===== src/rtl/lector_de_memoria.sv =====
// lector_de_memoria: reads len words from a synchronous memory starting at base and hands them downstream one at a time
// Ports: CLK/RESET (async, active high)/CE clock enable; sel+base+len start a request;
// mem_en/mem_addr/mem_data talk to the memory; dout/dout_valid/dout_ready form the output handshake;
// busy is high outside IDLE, done pulses once when a request completes.
module lector_de_memoria #(
  parameter int DATA_W = 8,
  parameter int ADDR_W = 11
) (
  input  logic              CLK,
  input  logic              RESET,
  input  logic              CE,
  input  logic              sel,
  input  logic [ADDR_W-1:0] base,
  input  logic [ADDR_W-1:0] len,
  input  logic [DATA_W-1:0] mem_data,
  input  logic              dout_ready,
  output logic              mem_en,
  output logic [ADDR_W-1:0] mem_addr,
  output logic [DATA_W-1:0] dout,
  output logic              dout_valid,
  output logic              busy,
  output logic              done
);
  typedef enum logic [2:0] {IDLE, READ, LOAD, OUT, DONE} state_t;
  state_t state, state_n;
  logic [ADDR_W-1:0] addr, addr_n, cnt, cnt_n;
  logic [DATA_W-1:0] dout_n;
  logic valid_n;
  always_ff @(posedge CLK or posedge RESET)
    if (RESET) begin
      state      <= IDLE;
      addr       <= '0;
      cnt        <= '0;
      dout       <= '0;
      dout_valid <= 1'b0;
    end else if (CE) begin
      state      <= state_n;
      addr       <= addr_n;
      cnt        <= cnt_n;
      dout       <= dout_n;
      dout_valid <= valid_n;
    end
  always_comb begin
    state_n = state;
    addr_n  = addr;
    cnt_n   = cnt;
    dout_n  = dout;
    valid_n = dout_valid;
    case (state)
      IDLE: if (sel) begin
        state_n = (len != '0) ? READ : DONE;
        addr_n  = (len != '0) ? base : addr;
        cnt_n   = (len != '0) ? len : cnt;
      end
      READ: state_n = LOAD;
      LOAD: begin
        dout_n  = mem_data;
        valid_n = 1'b1;
        state_n = OUT;
      end
      OUT: if (dout_ready) begin
        valid_n = 1'b0;
        cnt_n   = cnt - 1'b1;
        state_n = (cnt == ADDR_W'(1)) ? DONE : READ;
        addr_n  = (cnt == ADDR_W'(1)) ? addr : addr + 1'b1;
      end
      DONE: state_n = IDLE;
      default: state_n = IDLE;
    endcase
  end
  // The strobe is gated by CE so a frozen READ re-issues exactly one access when CE returns.
  assign mem_en   = CE && (state == READ);
  assign mem_addr = addr;
  assign busy     = (state != IDLE);
  assign done     = (state == DONE);
endmodule

===== config.mk =====
export PLATFORM = sky130hd
export DESIGN_NAME = lector_de_memoria
export DESIGN_NICKNAME = d
export VERILOG_FILES = /design/src/rtl/lector_de_memoria.sv
export SDC_FILE = /design/constraint.sdc
export NUM_CORES = 1
export LEC_CHECK = 0
export CAP_MARGIN = 20
export CELL_PAD_IN_SITES_DETAIL_PLACEMENT = 1
export CELL_PAD_IN_SITES_GLOBAL_PLACEMENT = 1
export CORE_MARGIN = 1
export CORE_UTILIZATION = 34
export DETAILED_ROUTE_END_ITERATION = 8
export GPL_TIMING_DRIVEN = 0
export HOLD_SLACK_MARGIN = 0.15
export PLACE_DENSITY_LB_ADDON = 0.05
export SYNTH_ARGS = -nofsm -noshare
export SYNTH_HDL_FRONTEND = slang
export SYNTH_SLANG_ARGS = --single-unit

===== constraint.sdc =====
create_clock -name CLK -period 1.9 [get_ports CLK]
set_input_delay 0.285 -clock CLK [delete_from_list [all_inputs] [get_ports CLK]]
set_output_delay 0.285 -clock CLK [all_outputs]
set_load 0.005 [all_outputs]

Word level (Yosys, flattened, before mapping)
Index checks and enable logic that the tools add are counted.

storage, ports and cells
  output and inout port bits = 23
  register bits = 34
  bits of input ports = 35
  word-level logic and storage cells = 43

operators by class
  add/sub/neg operators = 2
  reduce and logical (&&, ||, !) cells = 11
  eq/ne operators = 9
  mux-type cells = 16

operators with widths
  kind                   number
  $mux 11                7
  $pmux 11 s2            2
  $mux 3                 4
  $pmux 3 s4             1
  $add 11x1->11 const B  1
  $eq 11x1->1 const B    1
  $reduce_bool 11->1     1
  $sub 11x1->11 const B  1
  $ne 2x2->1 const B     4
  $eq 3x2->1 const B     2
  $reduce_and 3->1       2
  $reduce_and 6->1       1
  $reduce_and 5->1       1
  $reduce_bool 2->1      2
  $eq 3x1->1 const B     1
  $eq 3x3->1 const B     1
  $logic_not 3->1        1
  $reduce_bool 3->1      1
  $pmux 1 s2             1
  $reduce_and 2->1       1
  $logic_and 1x1->1      1
  $mux 1                 1

Longest topological paths before layout
  word-level depth = 4
  depth in mapped cells = 8
  mapped depth without buffers = 7

Worst setup path after synthesis
OpenSTA, ideal clock, no wires.

  path kind = register to register
  start point = register state[1]
  end point = register addr[2] (netlist: mem_addr[2])
  arrival time = 1.615 ns
  path buffers = 1
  library setup time = 0.087 ns
  period minus slack after synthesis = 1.702 ns
  required time = 1.813 ns
  stages on the path, launching flop included = 7
  setup slack = 0.198 ns
  cell sequence = dfrtp_1 > or3b_1 > a21o_1 > a211oi_4 > buf_4 > o21ai_1 > a22oi_1

on the way
  longest elaborated chain between the ends = 3
  elaborated cells on any way between the ends = 9
  those cells by class = eq/ne: 5; mux: 1; reduce/logical: 3

ends and longest elaborated chain
  what                                                       RTL line  text
  from (decl)                                                25        state_t state, state_n;
  from (signal assigned)                                     37        state <= state_n;
  $eq 3x2->1 or $logic_not 3->1 (tied branches)              49        case (state)
  $ne 2x2->1 (no line) or $reduce_bool 2->1 (tied branches)  --
  $reduce_and 6->1 (no line)                                 --
  to (signal assigned)                                       38        addr <= addr_n;
  to (decl)                                                  26        logic [ADDR_W-1:0] addr, addr_n, cnt, cnt_n;

Several ways; a longest one is shown, not always the timed one.
A chain may end at the register's enable or synchronous reset.

Worst setup path in the final report
  start point = input len[3]
  end point = register addr[2] (netlist: mem_addr[2])

on the way
  longest elaborated chain between the ends = 3

ends and longest elaborated chain
  what                        RTL line  text
  from (decl)                 14        input logic [ADDR_W-1:0] len,
  $reduce_bool 11->1          52        addr_n = (len != '0) ? base : addr;
  $ne 2x2->1 (no line)        --
  $reduce_and 6->1 (no line)  --

Every way passes these cells.

==> metrics.yaml <==
post_synth_num_cell_types: 42
synthTopCellsByCount: "dfrtp_1 (34), a21oi_1 (30), nand2_1 (25)"
p_int_mw: 2.64
yosys_warnings: 0
area_growth_pct: 52.6
power_density_mw_per_mm2: 1530
via_per_inst: 5.54
maxSlewViolCount: 0
antenna_found_initial: 0
sw_frac_of_total: 0.418
coreArea_mm2: 0.00551
cts_tree: "yes"
multiInputGateArea_mm2: 0.00111
clock_power_share: 0.153
cts_buffers: 5
rsz0062_at_grt: "true"
syn_area_per_cell_um2: 8.80
grt_pass1_vias: 2074
finalNonFillerCells: 369
power_frac_comb: 0.521
cts-hold-fix-buffers: 0
peakVddDrop_mv: 0.665
ctsRootBufferMaster: "clkbuf_8"
cts_max_path_buffers: 2
placed_area_mm2: 0.00261
routed_wl_um: 6640
outcome: "complete, no violations"
insertion_delay_ns: 0.29
hpwlAfterDp_um: 4420
ys.flop_type: "dfrtp_1"
cp.arrival_ns: 2.06
fillers: 645
tightestPinTransition_ns: 0.732
period_share: 0.973
antenna_cells: 0
layout-drive-gt1-share: 0.215
crit_chain: "clkdlybuf4s50_1 > nor4_4 > and3_2 > a211oi_4 > buf_6 > buf_6 > buf_8 > a22oi_2"
grt_pass1_wl_um: 10400
final_nets: 334
io_buffer_count: 57
leakagePower_nw: 1.18
crit_path_end_kind: "register"
synth-edff-count: 0
skew_ns: 0.00624
setup_viol: 0
hold_ws_ns: 0.442
hold_path_class: "in -> async"
final-seq-area_um2: 857
synth-seq-cells: 34
initial_core_util: 0.353
synthArstFlopShare: 1.00
num_vias: 2044
grt.total_usage: 0.220
io_pins: 58
clock.fmax_mhz: 541
postRouteAntennaNets: 0
chipHeight_um: 77.6
die_w_um: 77.6
rows: 27
drt-wirelength-per-cell_um: 18.0
maxCapViolations: 0
cp-start-kind: "input pin"
grt.overflow.total: 0
relSlewSlack: 0.511
critical_path_class: "in -> reg"
synth.area.top_cells: "dfrtp_1 (44%), a21oi_1 (7.7%), o21ai_0 (4.9%)"
path_max_fanout: 5
dpl.cell_count: 350
cp_slowest_cell: "clkdlybuf4s50_1"
syn-num-nets: 259
power_frac_seq: 0.326
yosysMostFrequentCell: "dfrtp_1"
cts.sinks: 34
required_ns: 2.11
dr.pass1.iters: 6
drcViolationCount: 0
gp_congestion: 0.801
cpPeakStageDelay_ns: 0.47
min_period_ns: 1.85
grt_max_degree: 35
synth_cells: 221
final_area_mm2: 0.00297
cts-htree-levels: 2
ys_seq_area_frac: 0.437
synth.largest_area_cell: "dfrtp_1"
hold_viol: 0
p_sw_mw: 1.90
drtIter0Drc: 124
synth_area_mm2: 0.00195
synth_top_cell_area_share: 0.437
die_area_mm2: 0.00603
path_common_cell: "buf_6"
clk_pin_slew_ns: 0.08
==> registers in the layout, summed over array words and instances (netlist names) <==
signal and cells:
cnt 11, state 3, dout 8, mem_addr 11, dout_valid 1
==> layout make-up <==
cell class | count | share of cell area
multi-input combinational | 166 | 0.374
sequential | 34 | 0.289
timing repair buffer | 68 | 0.230
tap | 72 | 0.0303
buffer | 10 | 0.0249
clock buffer | 5 | 0.0232
clock inverter | 3 | 0.0152
inverter | 11 | 0.0139
==> stage by stage <==
step / setup WS, ns / utilization / power (mW) / TNS (ns)
4_1_cts: 0.0137 / 0.506 / 4.31 / 0
5_1_grt: -0.0260 / 0.539 / 4.86 / -0.0439
3_3_place_gp: -0.384 / 0.473 / 3.46 / -10.61
2_1_floorplan: 0.198 / - / 2.53 / 0
6_report: 0.0515 / 0.539 / 4.55 / 0
3_5_place_dp: -0.388 / 0.473 / 3.51 / -9.42
==> timing repair <==
item                                    in CTS  in global routing
pin swaps                                    1                  2
buffers inserted                             4                  5
hold endpoints to repair                     0                  0
gates resized for setup                     16                 31
gates cloned                                 0                  2
endpoints found under the setup margin      24                 20
==> power by group through the flow <==
stage	Combinational, mW	Clock, mW	Sequential [mW]
after floorplan	1.15	0	1.38
after global placement	2.04	0	1.43
after detailed placement	2.06	0	1.45
after CTS	2.14	0.717	1.46
after global routing	2.59	0.738	1.53
final	2.37	0.697	1.48
==> cells in the final DEF (no fill, tap or decap), types with 2 or more instances in the layout <==
cell type / instances
inv_2: 2
nand3_1: 11
inv_1: 9
a31oi_1: 5
dfrtp_1: 29
o2bb2ai_1: 2
nor3_1: 6
buf_4: 10
a21oi_2: 6
dfrtp_2: 5
dlymetal6s2s_1: 2
o32ai_1: 2
clkbuf_2: 5
nor4_4: 3
nand2_1: 25
o22ai_1: 4
a21oi_1: 24
o21ai_0: 19
mux2i_1: 3
ha_1: 3
clkbuf_8: 5
o21ai_1: 3
a22oi_1: 2
or3_1: 6
dlygate4sd2_1: 3
nand4_1: 3
nor2_1: 8
buf_6: 4
mux2_2: 8
clkinvlp_4: 2
clkdlybuf4s50_1: 52
==> kinds of logic after synthesis <==
family | after synthesis | share of synthesized area
flops | 34 | 0.437
mux | 11 | 0.0617
compound gates | 77 | 0.237
buf+inv | 21 | 0.0450
fa+ha+maj | 3 | 0.0193
simple gates | 75 | 0.200
==> path summary, 6_finish.rpt <==
check                               from     endpoint  slack (ns)  cells after the start
min in group CLK                      CE     state[1]        0.48                      2
max in group asynchronous          RESET       cnt[3]        0.93                      2
worst min register to register   dout[0]      dout[0]        0.51                      1
worst max-delay path              len[3]  mem_addr[2]        0.05                      8
worst max register to register  state[1]  mem_addr[0]        0.05                      7
worst min-delay path               RESET      dout[4]        0.44                      2
==> worst max-delay path: cells and delay by family <==
| family | cells | cell delay [ns] |
|---|---|---|
| buf+inv | 4 | 0.86 |
| simple gates | 2 | 0.68 |
| compound gates | 2 | 0.23 |
==> per-layer routing <==
| layer | up-vias | wire, um | global-route usage |
|---|---|---|---|
| li1 | 969 | - | - |
| met1 | 1014 | 2940 | 0.290 |
| met2 | 55 | 3340 | 0.375 |
| met3 | 6 | 309 | 0.0447 |
| met4 | 0 | 53 | 0.0340 |
| met5 | - | 0 | 0 |
No activity file was read; power rests on OpenSTA's default activity.
